File: config.mk
export PLATFORM = sky130hd
export DESIGN_NAME = dmem_port_arbiter
export DESIGN_NICKNAME = d
export VERILOG_FILES = /design/src/rtl/dmem_port_arbiter.sv
export SDC_FILE = /design/constraint.sdc
export NUM_CORES = 1
export LEC_CHECK = 0
export CORE_ASPECT_RATIO = 1.4
export CORE_MARGIN = 8
export CORE_UTILIZATION = 32
export DETAILED_ROUTE_END_ITERATION = 8
export PLACE_DENSITY = 0.87
export SLEW_MARGIN = 20
export SYNTH_ARGS = -nofsm -noshare
export SYNTH_HDL_FRONTEND = slang
export SYNTH_SLANG_ARGS = --single-unit
File: constraint.sdc
create_clock -name clk -period 2.9 [get_ports clk]
set_input_delay 0.87 -clock clk [delete_from_list [all_inputs] [get_ports clk]]
set_output_delay 0.87 -clock clk [all_outputs]
set_load 0.05 [all_outputs]
File: src/rtl/dmem_port_arbiter.sv
// dmem_port_arbiter
//   Shares the single-port data memory between the pipeline MA stage (the default
//   owner) and an external loader/debug port.
//
//   The loader is granted bursts of beats. If the MA stage is busy, the loader waits,
//   but only up to STARVE_MAX cycles before it is forced in.
//
//   While the loader owns the memory, pipe_stall freezes the pipeline. MA reads are
//   combinational. Loader reads come back one cycle later on ext_rvalid/ext_rdata.
//
//   Handshake: ext_req is held (with stable ext_* fields) until a cycle in which
//   ext_gnt is high. That cycle is the accepted beat: a write lands at its closing
//   clock edge, and a read returns data in the following cycle.
//
//   Optional feature: define ARB_PERF_CNT_EN to add the stall_cnt output. stall_cnt
//   is a saturating count of the cycles in which pipe_stall was high.
//
//   state_dbg exposes the arbiter state (0 = S_PIPE, 1 = S_EXT).
module dmem_port_arbiter #(
    parameter int DATA_W     = 16,
    parameter int ADDR_W     = 16,
    parameter int STARVE_MAX = 8,
    parameter int BURST_MAX  = 4
) (
    input  logic              clk,
    input  logic              reset,
    input  logic              pipe_req,
    input  logic              pipe_we,
    input  logic [ADDR_W-1:0] pipe_addr,
    input  logic [DATA_W-1:0] pipe_wdata,
    output logic [DATA_W-1:0] pipe_rdata,
    output logic              pipe_stall,
    input  logic              ext_req,
    input  logic              ext_we,
    input  logic [ADDR_W-1:0] ext_addr,
    input  logic [DATA_W-1:0] ext_wdata,
    input  logic              ext_last,
    output logic              ext_gnt,
    output logic              ext_rvalid,
    output logic [DATA_W-1:0] ext_rdata,
    output logic [ADDR_W-1:0] mem_addr,
    output logic [DATA_W-1:0] mem_wdata,
    output logic              mem_we,
    input  logic [DATA_W-1:0] mem_rdata,
    output logic              state_dbg
`ifdef ARB_PERF_CNT_EN
    ,
    output logic [15:0]       stall_cnt
`endif
);

    localparam int SW = $clog2(STARVE_MAX + 1);
    localparam int BW = (BURST_MAX > 1) ? $clog2(BURST_MAX) : 1;
    localparam logic [SW-1:0] STARVE_TOP = SW'(STARVE_MAX);
    localparam logic [BW-1:0] BURST_TOP  = BW'(BURST_MAX - 1);

    typedef enum logic {S_PIPE = 1'b0, S_EXT = 1'b1} state_t;

    state_t            state_q, state_d;
    logic [SW-1:0]     starve_cnt_q, starve_cnt_d;
    logic [BW-1:0]     burst_cnt_q, burst_cnt_d;
    logic              ext_rvalid_q, ext_rvalid_d;
    logic [DATA_W-1:0] ext_rdata_q, ext_rdata_d;
    logic              mem_we_c, ext_gnt_c, pipe_stall_c;

    // Next state, counters and the memory mux for the current owner.
    always_comb begin
        state_d      = state_q;
        starve_cnt_d = starve_cnt_q;
        burst_cnt_d  = burst_cnt_q;
        mem_addr     = pipe_addr;
        mem_wdata    = pipe_wdata;
        mem_we_c     = 1'b0;
        ext_gnt_c    = 1'b0;
        pipe_stall_c = 1'b0;
        case (state_q)
            S_PIPE: begin
                mem_we_c = pipe_req & pipe_we;
                if (!ext_req) begin
                    starve_cnt_d = '0;
                end else if (pipe_req && (starve_cnt_q != STARVE_TOP)) begin
                    starve_cnt_d = starve_cnt_q + SW'(1);
                end
                // A busy MA keeps the port until the loader has waited long enough.
                if (ext_req && (!pipe_req || (starve_cnt_q == STARVE_TOP))) begin
                    state_d      = S_EXT;
                    starve_cnt_d = '0;
                    burst_cnt_d  = '0;
                end
            end
            S_EXT: begin
                mem_addr     = ext_addr;
                mem_wdata    = ext_wdata;
                ext_gnt_c    = ext_req;
                mem_we_c     = ext_req & ext_we;
                pipe_stall_c = pipe_req;
                starve_cnt_d = '0;
                if (!ext_req) begin
                    state_d = S_PIPE;
                end else begin
                    // Saturate so a long idle-MA burst still yields on the next beat
                    // once MA starts asking.
                    if (burst_cnt_q != BURST_TOP) begin
                        burst_cnt_d = burst_cnt_q + BW'(1);
                    end
                    if (ext_last || ((burst_cnt_q == BURST_TOP) && pipe_req)) begin
                        state_d = S_PIPE;
                    end
                end
            end
            default: state_d = S_PIPE;
        endcase
    end

    // Loader read return: capture on a granted read beat, otherwise hold.
    always_comb begin
        ext_rvalid_d = ext_gnt_c & ~ext_we;
        ext_rdata_d  = ext_rdata_q;
        if (ext_gnt_c && !ext_we) begin
            ext_rdata_d = mem_rdata;
        end
    end

    // State and counter registers; reset aborts any burst immediately.
    always_ff @(posedge clk or posedge reset) begin
        if (reset) begin
            state_q      <= S_PIPE;
            starve_cnt_q <= '0;
            burst_cnt_q  <= '0;
            ext_rvalid_q <= 1'b0;
            ext_rdata_q  <= '0;
        end else begin
            state_q      <= state_d;
            starve_cnt_q <= starve_cnt_d;
            burst_cnt_q  <= burst_cnt_d;
            ext_rvalid_q <= ext_rvalid_d;
            ext_rdata_q  <= ext_rdata_d;
        end
    end

    // Outputs are held inactive while reset is high so no in-flight write lands.
    assign mem_we     = mem_we_c & ~reset;
    assign ext_gnt    = ext_gnt_c & ~reset;
    assign pipe_stall = pipe_stall_c & ~reset;
    assign pipe_rdata = mem_rdata;
    assign ext_rvalid = ext_rvalid_q;
    assign ext_rdata  = ext_rdata_q;
    assign state_dbg  = (state_q == S_EXT);

`ifdef ARB_PERF_CNT_EN
    logic [15:0] stall_cnt_q;

    // Saturating count of cycles in which MA was locked out.
    always_ff @(posedge clk or posedge reset) begin
        if (reset) begin
            stall_cnt_q <= '0;
        end else if (pipe_stall && (stall_cnt_q != 16'hFFFF)) begin
            stall_cnt_q <= stall_cnt_q + 16'd1;
        end
    end

    assign stall_cnt = stall_cnt_q;
`endif

endmodule

Word level (Yosys, flattened, before mapping)
Index checks and enable logic that the tools add are counted.
{"block": "word_totals", "regBits": 24, "in_bits": 87, "out_inout_bits": 69, "wordCells": 50}
{"block": "classes", "addsub": 2, "eq_ne": 8, "n_mux": 17, "bitwise_logic": 9, "n_reduce_logical": 9}
{"cell": "16-bit 2-to-1 mux", "count": 2}
{"cell": "4-bit 2-to-1 mux", "count": 3}
{"cell": "4-bit != test, second input constant", "count": 2}
{"cell": "4-bit case mux with 2 select lines", "count": 1}
{"cell": "1-bit bitwise AND", "count": 6}
{"cell": "2-bit 2-to-1 mux", "count": 3}
{"cell": "2-bit != test, second input constant", "count": 3}
{"cell": "1-bit 2-to-1 mux", "count": 5}
{"cell": "4-bit by 1-bit adder with 4-bit output, second input constant", "count": 1}
{"cell": "4-bit equality test, second input constant", "count": 1}
{"cell": "1-bit logical AND", "count": 4}
{"cell": "1-bit case mux with 2 select lines", "count": 2}
{"cell": "2-bit case mux with 2 select lines", "count": 1}
{"cell": "1-bit inverter", "count": 3}
{"cell": "3-bit AND reduction", "count": 1}
{"cell": "2-bit by 1-bit adder with 2-bit output, second input constant", "count": 1}
{"cell": "2-bit equality test, second input constant", "count": 1}
{"cell": "1-bit zero test", "count": 2}
{"cell": "1-bit logical OR", "count": 2}
{"cell": "2-bit by 1-bit != test with 1-bit output, second input constant", "count": 1}

Longest topological paths before layout
{"block": "depth", "word_depth": 6, "ltp_mapped": 5, "ltp_nobuf": 5}

Worst setup path before layout
No wires, ideal clock.
{"block": "synth_path", "kind": "input port to output port", "from": "input reset", "to": "output pipe_stall", "t_arrival_ps": 1953, "required_time_ps": 2030, "path_slack_ps": 77, "cell_stages": 2, "path_buffers": 0, "cell_sequence": "inv_1 and3_1"}
{"block": "synth_between", "elab_chain_cells": 2}
{"element": "start, declared", "line": "26", "text": "input logic reset,"}
{"element": "1-bit inverter", "line": "144", "text": "assign pipe_stall = pipe_stall_c & ~reset;"}
{"element": "1-bit bitwise AND", "line": "144"}
{"element": "end, declared", "line": "32", "text": "output logic pipe_stall,"}
Every way passes these cells.

Final worst setup path
{"block": "layout_path", "from": "input ext_we", "to": "output mem_we"}
{"block": "layout_between", "elab_chain_cells": 3}
{"element": "start, declared", "line": "34", "text": "input logic ext_we,"}
{"element": "1-bit bitwise AND", "line": "95", "text": "mem_we_c = ext_req & ext_we;"}
{"element": "1-bit case mux with 2 select lines", "line": "76", "text": "case (state_q)"}
{"element": "1-bit bitwise AND", "line": "142", "text": "assign mem_we = mem_we_c & ~reset;"}
{"element": "end, declared", "line": "43", "text": "output logic mem_we,"}
Every way passes these cells.

==> metrics.csv <==
metric;value;unit
outcome;finished, final reports clean;
cap_viol_max_count;0;
diodes;0;
gp_congestion;0.8011;
path_class;in2out;
nets;361;
grt.overflow.total;0;
hold_path_class;reg2reg;
ys_seq_area_share;38.25;%
wl_per_cell;20.44;um
drt-initial-drc-count;34;
synth_area_per_cell;12.27;um^2
hold_viol;0;
fin_crit;2.827;ns
cts_sinks;24;
antenna_left;0;
cts_buffer_depth;2;
finalCritPeriodShare;97.49;%
grt.total_usage;17.63;%
antenna_found_initial;0;
yosys_register_bits;24;
drv_slew;0;
dp.cells;330;
fp.dieW;75.21;um
cp.arrival;1.96;ns
irDropWorstVdd;483.7;uV
cp_slowest_cell;clkdlybuf4s50_1;
grt_max_degree;33;
cts.clk_slew.worst_paths;0.08;ns
synthCells;128;
rsz0062_at_grt;false;
yosysUniqueCellTypes;23;
worst_hold_slack;0.5013;ns
die_y;98.89;um
start_util;32.68;%
tritoncts;done;
vias_per_cell;4.706;
synth_nets;218;
setup_viol;0;
numPortBuffers;155;
syn_to_final_growth;131.8;%
required;2.03;ns
holdBufCountCts;0;
min_path_cells;1;
grt_pass1_vias;1813;
drive_above_1_share;41.26;%
final_cell_mix;clkdlybuf4s50_1, buf_12, mux2_2;
fmax;353.7;MHz
cts-root-buf;clkbuf_8;
io_pins;156;
setup_ws;0.07277;ns
path_max_fanout;2;
ys_warn_count;0;
num_vias;1567;
final_common_cell;clkdlybuf4s50_1;
dp_hpwl;5.885;mm
max_stage_delay;0.59;ns
h-tree-depth;1;
insertion_delay;0.26;ns
dieArea;7437;um^2
cts_buffers;3;
finalClockSkew;0.003266;ns
timing.setup.tns;0;ns
place_ws;0.02929;ns
worstMarginPinSlew;0.5256;ns
static-leakage-power;1.556;nW
grt_pass1_wl;10.10;mm
path_cells;clkdlybuf4s50_1 > nand3_1 > a21oi_2 > buf_12;
fin_cells;333;
dr.pass1.iters;5;
slew_headroom;64.85;%
reg2reg_depth;4;
core_area;4805;um^2
endpoint_kind;primary output;
drt-total-wl;6.808;mm
route.detailed.drc;0;
power_density;480.5;nW/um^2
start_kind;primary input;
rows;30;
netlist_area;1570;um^2
==> state kept, by name, indices dropped and copies added (netlist names) <==
signal and flops:
state_dbg 1, ext_rvalid 1, ext_rdata 16, burst_cnt_q 2
starve_cnt_q 4
==> cell families (layout without fill, tap and decap cells) <==
| kind of cell | Yosys count | in the layout | synth area share [%] |
|---|---|---|---|
| simple gates | 16 | 16 | 5.898 |
| compound gates | 8 | 8 | 3.506 |
| xor+xnor | 2 | 2 | 1.116 |
| buf+inv | 27 | 168 | 12.27 |
| fa+ha+maj | 3 | 3 | 2.391 |
| flops | 24 | 24 | 38.25 |
| mux | 48 | 48 | 36.57 |
==> power breakdown <==
group | leakage, nW | internal (mW) | switching, mW
registers | 0.299 | 0.402 | 0.0456
clock network | 0.0216 | 0.0927 | 0.0974
logic | 1.24 | 0.527 | 0.585
==> cell type report <==
| cell class | instances | area [um^2] |
|---|---|---|
| multi-input cells | 77 | 780.7 |
| flip-flops and latches | 24 | 600.6 |
| well taps | 64 | 80.08 |
| repair buffers | 159 | 2115 |
| fillers | 325 | 1165 |
| inverters | 6 | 22.52 |
| clock buffers | 3 | 41.29 |
==> cells in the mapped netlist (all sizes together) <==
| cell | count | area, um^2 |
|---|---|---|
| a31o | 1 | 8.760 |
| dfrtp | 24 | 600.6 |
| buf | 21 | 170.2 |
| a21o | 2 | 15.01 |
| o21ai | 1 | 5.000 |
| nand3b | 1 | 7.510 |
| nand3 | 4 | 20.02 |
| nand4 | 1 | 6.260 |
| mux2 | 48 | 574.3 |
| xor2 | 1 | 8.760 |
| and3 | 1 | 6.260 |
| xnor2 | 1 | 8.760 |
| a22o | 1 | 8.760 |
| inv | 6 | 22.52 |
| nand2 | 3 | 13.77 |
| nor2 | 6 | 38.79 |
| o31ai | 1 | 7.510 |
| ha | 3 | 37.54 |
| a21oi | 2 | 10.01 |
==> layer usage <==
metal	up-vias	share of wire (%)	global-route usage (%)
met5	-	0	0
met4	0	1.1	4.160
met3	8	21	13.31
met2	131	45	29.24
met1	713	33	16.53
li1	715	-	-
==> worst max-delay path: cells and delay by family <==
family / cells / cell delay (ns)
and+or+nand+nor: 1 / 0.12
buffers and inverters: 2 / 0.75
AOI/OAI and AO/OA: 1 / 0.21
==> path summary, 6_finish.rpt <==
path,from,end,slack (ns)
min in group asynchronous,reset,ext_rdata[15],1.09
worst max register to register,state_dbg,ext_rdata[10],1.21
worst max-delay path,ext_we,mem_we,0.07
worst min register to register,starve_cnt_q[0],starve_cnt_q[0],0.50
max in group asynchronous,reset,ext_rdata[2],1.57
worst min-delay path,starve_cnt_q[0],starve_cnt_q[0],0.50
==> metrics by stage <==
| stage | utilization (%) | area (um^2) | total power, mW |
|---|---|---|---|
| 3_3_place_gp | 74.82 | 3595 | 1.551 |
| 4_1_cts | 75.68 | 3636 | 1.761 |
| 3_5_place_dp | 74.82 | 3595 | 1.570 |
| 6_report | 75.76 | 3640 | 1.749 |
| 2_1_floorplan | - | 1570 | 1.045 |
| 5_1_grt | 75.76 | 3640 | 1.811 |
==> timing repair <==
action,CTS,global route
resized for setup,0,1
hold endpoints to repair,0,0
setup endpoints to repair,0,1
setup buffers,0,0
No activity file was read; power rests on OpenSTA's default activity.
